--- src/rtl/seven_seg_temp_mux.sv ---
// Multiplexed 7-segment display of a signed temperature x100, converted serially by double-dabble.
// Define SEVSEG_LZ_BLANK_EN to blank leading zeros and float the minus sign next to the leading digit.
module seven_seg_temp_mux #(
    parameter int NUM_DIGITS  = 4,
    parameter int FRAC_DIGITS = 2,
    parameter int SCAN_DIV    = 100000,
    parameter int ACTIVE_LOW  = 1
) (
    input  logic                    i_clk,
    input  logic                    i_rst,
    input  logic signed [31:0]      i_temp_x100,
    input  logic                    i_temp_valid,
    output logic                    o_busy,
    output logic [6:0]              o_seg,
    output logic                    o_dp,
    output logic [NUM_DIGITS-1:0]   o_an
);
    // state  | meaning
    // IDLE   | waiting for a sample, display regs stable
    // SHIFT  | 32 double-dabble steps, one magnitude bit per clock
    // COMMIT | latch shown digits, sign and overflow into display regs
    typedef enum logic [1:0] {S_IDLE, S_SHIFT, S_COMMIT} state_t;

    localparam int IW    = $clog2(NUM_DIGITS);
    localparam int PW    = $clog2(SCAN_DIV);
    localparam int LO    = 2 - FRAC_DIGITS;
    localparam int SHOWN = 8 + FRAC_DIGITS;
    localparam logic [6:0] P_MINUS = 7'b0111111;
    localparam logic [6:0] P_BLANK = 7'b1111111;
    localparam logic [6:0] SEG_OFF = (ACTIVE_LOW != 0) ? 7'h7F : 7'h00;
    localparam logic       DP_OFF  = (ACTIVE_LOW != 0);
    localparam logic [NUM_DIGITS-1:0] AN_OFF = (ACTIVE_LOW != 0) ? '1 : '0;

    state_t r_state, w_next;
    logic        r_sign;
    logic [31:0] r_mag;
    logic [39:0] r_bcd, w_adj;
    logic [4:0]  r_cnt;
    logic [3:0]  r_dig [NUM_DIGITS];
    logic        r_neg, r_ovf;
    logic        w_nz, w_neg, w_ovf;
    logic [PW-1:0] r_pre;
    logic [IW-1:0] r_idx;
    logic [3:0]  w_idx4;
    logic [6:0]  w_pat;
    logic        w_dpon;
    logic [NUM_DIGITS-1:0] w_onehot;
`ifdef SEVSEG_LZ_BLANK_EN
    logic [3:0]  w_msd;
`endif

    function automatic logic [6:0] digit_pat(input logic [3:0] d);
        case (d)
            4'd0:    digit_pat = 7'b1000000;
            4'd1:    digit_pat = 7'b1111001;
            4'd2:    digit_pat = 7'b0100100;
            4'd3:    digit_pat = 7'b0110000;
            4'd4:    digit_pat = 7'b0011001;
            4'd5:    digit_pat = 7'b0010010;
            4'd6:    digit_pat = 7'b0000010;
            4'd7:    digit_pat = 7'b1111000;
            4'd8:    digit_pat = 7'b0000000;
            4'd9:    digit_pat = 7'b0010000;
            default: digit_pat = P_BLANK;
        endcase
    endfunction

    assign o_busy = (r_state != S_IDLE);

    always_ff @(posedge i_clk or posedge i_rst) begin
        if (i_rst) r_state <= S_IDLE;
        else       r_state <= w_next;
    end

    always_comb begin
        w_next = r_state;
        case (r_state)
            S_IDLE:   if (i_temp_valid) w_next = S_SHIFT;
            S_SHIFT:  if (r_cnt == 5'd0) w_next = S_COMMIT;
            S_COMMIT: w_next = S_IDLE;
            default:  w_next = S_IDLE;
        endcase
    end

    always_comb begin
        w_adj = r_bcd;
        for (int n = 0; n < 10; n++)
            if (r_bcd[4*n +: 4] >= 4'd5) w_adj[4*n +: 4] = r_bcd[4*n +: 4] + 4'd3;
    end

    // Truncated x100 digits below the shown range never affect sign or overflow.
    always_comb begin
        w_nz  = |r_bcd[39:4*LO];
        w_neg = r_sign & w_nz;
        w_ovf = 1'b0;
        for (int j = 0; j < SHOWN; j++)
            if ((j >= NUM_DIGITS - int'(w_neg)) && (r_bcd[4*(j+LO) +: 4] != 4'd0)) w_ovf = 1'b1;
    end

    always_ff @(posedge i_clk or posedge i_rst) begin
        if (i_rst) begin
            r_sign <= 1'b0;
            r_mag  <= '0;
            r_bcd  <= '0;
            r_cnt  <= '0;
            r_neg  <= 1'b0;
            r_ovf  <= 1'b0;
            for (int j = 0; j < NUM_DIGITS; j++) r_dig[j] <= 4'd0;
        end else begin
            case (r_state)
                S_IDLE: if (i_temp_valid) begin
                    r_sign <= i_temp_x100[31];
                    r_mag  <= i_temp_x100[31] ? (~$unsigned(i_temp_x100) + 32'd1) : $unsigned(i_temp_x100);
                    r_bcd  <= '0;
                    r_cnt  <= 5'd31;
                end
                S_SHIFT: begin
                    {r_bcd, r_mag} <= {w_adj[38:0], r_mag, 1'b0};
                    r_cnt          <= r_cnt - 5'd1;
                end
                S_COMMIT: begin
                    r_neg <= w_neg;
                    r_ovf <= w_ovf;
                    for (int j = 0; j < NUM_DIGITS; j++) r_dig[j] <= r_bcd[4*(j+LO) +: 4];
                end
                default: ;
            endcase
        end
    end

    always_ff @(posedge i_clk or posedge i_rst) begin
        if (i_rst) begin
            r_pre <= '0;
            r_idx <= '0;
        end else if (r_pre == PW'(SCAN_DIV - 1)) begin
            r_pre <= '0;
            r_idx <= (r_idx == IW'(NUM_DIGITS - 1)) ? '0 : r_idx + 1'b1;
        end else begin
            r_pre <= r_pre + 1'b1;
        end
    end

    always_comb begin
        w_idx4 = 4'(r_idx);
        w_pat  = digit_pat(r_dig[r_idx]);
        w_dpon = (FRAC_DIGITS > 0) && (w_idx4 == 4'(FRAC_DIGITS));
`ifdef SEVSEG_LZ_BLANK_EN
        w_msd = 4'(FRAC_DIGITS);
        for (int j = FRAC_DIGITS; j < NUM_DIGITS; j++)
            if (r_dig[j] != 4'd0) w_msd = 4'(j);
`endif
        if (r_ovf) begin
            w_pat  = P_MINUS;
            w_dpon = 1'b0;
        end else begin
`ifdef SEVSEG_LZ_BLANK_EN
            if (w_idx4 > w_msd) w_pat = (r_neg && (w_idx4 == w_msd + 4'd1)) ? P_MINUS : P_BLANK;
`else
            if (r_neg && (w_idx4 == 4'(NUM_DIGITS - 1))) w_pat = P_MINUS;
`endif
        end
        w_onehot = NUM_DIGITS'(1) << r_idx;
    end

    always_ff @(posedge i_clk or posedge i_rst) begin
        if (i_rst) begin
            o_seg <= SEG_OFF;
            o_dp  <= DP_OFF;
            o_an  <= AN_OFF;
        end else begin
            o_seg <= (ACTIVE_LOW != 0) ? w_pat : ~w_pat;
            o_dp  <= (ACTIVE_LOW != 0) ? ~w_dpon : w_dpon;
            o_an  <= (ACTIVE_LOW != 0) ? ~w_onehot : w_onehot;
        end
    end
endmodule
--- config.mk ---
export PLATFORM = sky130hd
export DESIGN_NAME = seven_seg_temp_mux
export DESIGN_NICKNAME = d
export VERILOG_FILES = /design/src/rtl/seven_seg_temp_mux.sv
export SDC_FILE = /design/constraint.sdc
export NUM_CORES = 1
export LEC_CHECK = 0
export CAP_MARGIN = 20
export CORE_MARGIN = 2
export CORE_UTILIZATION = 45
export DETAILED_ROUTE_END_ITERATION = 16
export DONT_BUFFER_PORTS = 1
export GPL_ROUTABILITY_DRIVEN = 0
export PLACE_DENSITY_LB_ADDON = 0.08
export SYNTH_ARGS = -nofsm -noshare
export SYNTH_HDL_FRONTEND = slang
export SYNTH_SLANG_ARGS = --single-unit
export TNS_END_PERCENT = 100
--- constraint.sdc ---
create_clock -name i_clk -period 6.5 [get_ports i_clk]
set_clock_uncertainty 0.2 [all_clocks]
set_input_delay 1.95 -clock i_clk [delete_from_list [all_inputs] [get_ports i_clk]]
set_output_delay 1.95 -clock i_clk [all_outputs]
set_load 0.03 [all_outputs]
==> results.py <==
metrics = {
    "run_status": {
        "status": "finished, final reports clean",
    },
    "cts": {
        "cts-root-buf": "clkbuf_16",
        "cts_tree": "yes",
        "clk_pin_slew_ns": 0.06,
        "clock_latency_ns": 0.43,
        "cts_buffers": 17,
        "cts_setup_buffers": 0,
        "cts_buffer_depth": 2,
        "ctsHtreeMaxLevel": 4,
        "cts_sinks": 129,
        "postCtsHoldBufs": 0,
        "cts_resized": 0,
    },
    "setup_path": {
        "rr_endpoint": "r_mag[23]",
        "path_cells": "nor4_1 -> nand4_1 -> nor4_1 -> mux2i_1 -> o21ai_0",
        "crit_end": "r_mag[25]",
        "crit_top_cell": "nor4_1",
        "end_kind": "flip-flop",
        "rrSetupSlack_ns": 3.76,
        "arrival_ns": 3.88,
        "crit_path_max_fanout": 12,
        "reg2reg_depth": 5,
        "critPathSlowestCell": "nand4_1",
        "worst-setup-path-type": "in -> reg",
        "reg2reg_from": "r_state[0]",
        "worstPathRequired_ns": 6.59,
        "cp-start-kind": "input port",
        "slowest_delay_ns": 0.59,
        "startpoint": "i_temp_x100[8]",
    },
    "pwr": {
        "pwr-share-clk_pct": 29.9,
        "power.density_nw_per_um2": 410,
        "ir_drop_v": 0.000255,
        "p_int_mw": 2.18,
        "netSwitchingPower_mw": 1.14,
        "p_leak_nw": 3.31,
        "switching_share_pct": 34.3,
        "power_mw": 3.32,
        "combPwrFrac_pct": 30.7,
        "seq_power_share_pct": 39.3,
    },
    "final_layout": {
        "finalNetCount": 810,
        "drive_above_1_share_pct": 11.1,
        "area_growth_pct": 11.8,
        "diodes": 0,
    },
    "detailed_routing": {
        "wl_mm": 15.0,
        "vias": 5346,
        "drt-initial-drc-count": 314,
        "drcViolationCount": 0,
        "ant_nets": 0,
        "routed_via_density": 5.56,
        "routedWlPerCell_um": 15.6,
        "firstDrtPassIters": 5,
    },
    "global_route": {
        "grt_pass1_vias": 5332,
        "antenna_found_initial": 0,
        "grt_max_degree": 80,
        "track_usage_pct": 19.3,
        "overflow": 0,
        "grt_first_pass_wirelength_mm": 26.0,
    },
    "synthesis": {
        "ys_seq_elements": 129,
        "yosys_most_used_dff": "dfrtp_1",
        "async_flop_share_pct": 100,
        "synth_edf_count": 0,
        "yosys-top-cells-count": "117 x dfrtp_1, 89 x o21ai_0, 49 x a21oi_1",
        "synth.area.top_cells": "dfrtp_1 40%, ha_1 7.3%, o21ai_0 6.2%",
        "synth_cells": 741,
        "yosys.area.top_type": "dfrtp_1",
        "synth.avg_cell_area_um2": 9.76,
        "yosysWarnings": 0,
        "yosysUniqueCellTypes": 56,
        "post-synth-top-count-cell": "dfrtp_1",
        "syn_area_um2": 7230,
        "synthesis.nets": 818,
        "yosysSeqAreaShare_pct": 44.9,
        "synth_top_area_share_pct": 40.5,
    },
    "timing": {
        "drv_slew": 0,
        "fin_crit_sh_pct": 58.3,
        "grt_setup_unrepaired": "false",
        "tns_ns": 0,
        "setup_violations": 0,
        "hold_viol_final": 0,
        "fin_crit_ns": 3.79,
        "relSlewSlack_pct": 41.1,
        "worst_pin_slew_ns": 0.883,
        "fmax_mhz": 264,
    },
    "floorplanning": {
        "core_area_um2": 15800,
        "num_rows": 46,
        "die_w_um": 131,
        "dieArea_um2": 17100,
        "die_h_um": 131,
        "io_pins": 48,
        "start_util_pct": 45.8,
    },
    "hold_path": {
        "hold_class": "reg -> reg",
    },
    "placement": {
        "place_hpwl_mm": 9.88,
        "io_buffers": 0,
    },
    "run": {
        "cap_violations": 0,
    },
}
-- logic make-up (layout without fill, tap and decap cells) --
group	after synthesis	count (layout)	synth area share, %
AND/OR/NAND/NOR	225	225	16.7
AO/OA/AOI/OAI	200	200	16.8
buffers and inverters	69	74	3.89
flip-flops	129	129	44.9
XOR/XNOR	42	42	5.09
adder cells (fa/ha/maj)	42	42	7.27
multiplexers	34	34	5.38
-- per-layer routing --
metal | share of wire, % | vias up | track usage [%]
met4 | 1.3 | 0 | 7.32
li1 | - | 2647 | -
met2 | 45 | 96 | 29.9
met5 | 0 | - | 0
met1 | 50 | 2586 | 26.6
met3 | 3.6 | 17 | 4.32
-- metrics by stage --
stage / std cells / setup slack [ns] / hold slack [ns] / util, % / instance area [um2]
6_report: 962 / 2.71 / 0.280 / 51.2 / 8080
5_1_grt: 962 / 2.33 / 0.300 / 51.2 / 8080
4_1_cts: 959 / 2.71 / 0.281 / 50.8 / 8020
3_5_place_dp: 927 / 2.25 / 0.269 / 46.9 / 7400
3_3_place_gp: 927 / 2.29 / 0.266 / 46.9 / 7400
2_1_floorplan: 741 / 0.929 / 0.245 / - / 7230
-- state kept, by name, summed over array words and instances (netlist names), 2 cells and up --
| register | count |
|---|---|
| r_state | 2 |
| r_idx | 2 |
| r_bcd | 40 |
| r_pre | 17 |
| r_dig | 16 |
| r_mag | 32 |
| o_seg | 7 |
| r_cnt | 5 |
| o_an | 4 |
-- worst min path at each step --
| stage | depth (start not counted) | slack, ns | endpoint | from |
|---|---|---|---|---|
| after global placement | 2 | 0.27 | r_bcd[0] | r_mag[31] |
| after global routing | 2 | 0.30 | r_bcd[0] | r_mag[31] |
| after detailed placement | 2 | 0.27 | r_bcd[0] | r_mag[31] |
| after CTS | 2 | 0.28 | r_bcd[0] | r_mag[31] |
| final | 1 | 0.28 | r_pre[0] | r_pre[0] |
| after floorplan | 2 | 0.24 | r_dig[4] | r_dig[4] |
-- placed cells by master, fill, tap and decap left out, drive strengths merged, types with 6 or more instances in the layout --
cell type	count
nand3	42
mux2i	22
a21oi	49
dfrtp	117
o21ai	89
ha	42
nand2	45
a22oi	10
a32o	10
nand4	6
buf	8
xor2	18
nor2b	20
dfstp	12
inv	33
a22o	18
mux2	9
nor3b	7
nand2b	14
xnor2	24
nor2	32
nor3	15
clkbuf	24
nor4	13
o31ai	17
-- critical path, delay by kind of cell --
| family | cells | cell delay [ns] |
|---|---|---|
| AOI/OAI and AO/OA | 1 | 0.09 |
| muxes | 1 | 0.22 |
| and+or+nand+nor | 3 | 1.62 |
-- final cells by class --
class | instances | area, um2
inverters | 33 | 126
repair buffers | 9 | 105
multi-input cells | 543 | 3720
clock inverters | 9 | 129
clock buffers | 23 | 488
well taps | 216 | 270
fillers | 1462 | 7690
flip-flops and latches | 129 | 3240
-- power groups by stage --
stage / registers, mW / logic, mW / clock network (mW)
after floorplan: 1.24 / 0.855 / 0
after global placement: 1.31 / 0.986 / 0
after detailed placement: 1.31 / 1.03 / 0
after CTS: 1.30 / 1.03 / 1.02
after global routing: 1.35 / 1.19 / 1.05
final: 1.30 / 1.02 / 0.992
No activity file was read; power rests on OpenSTA's default activity.
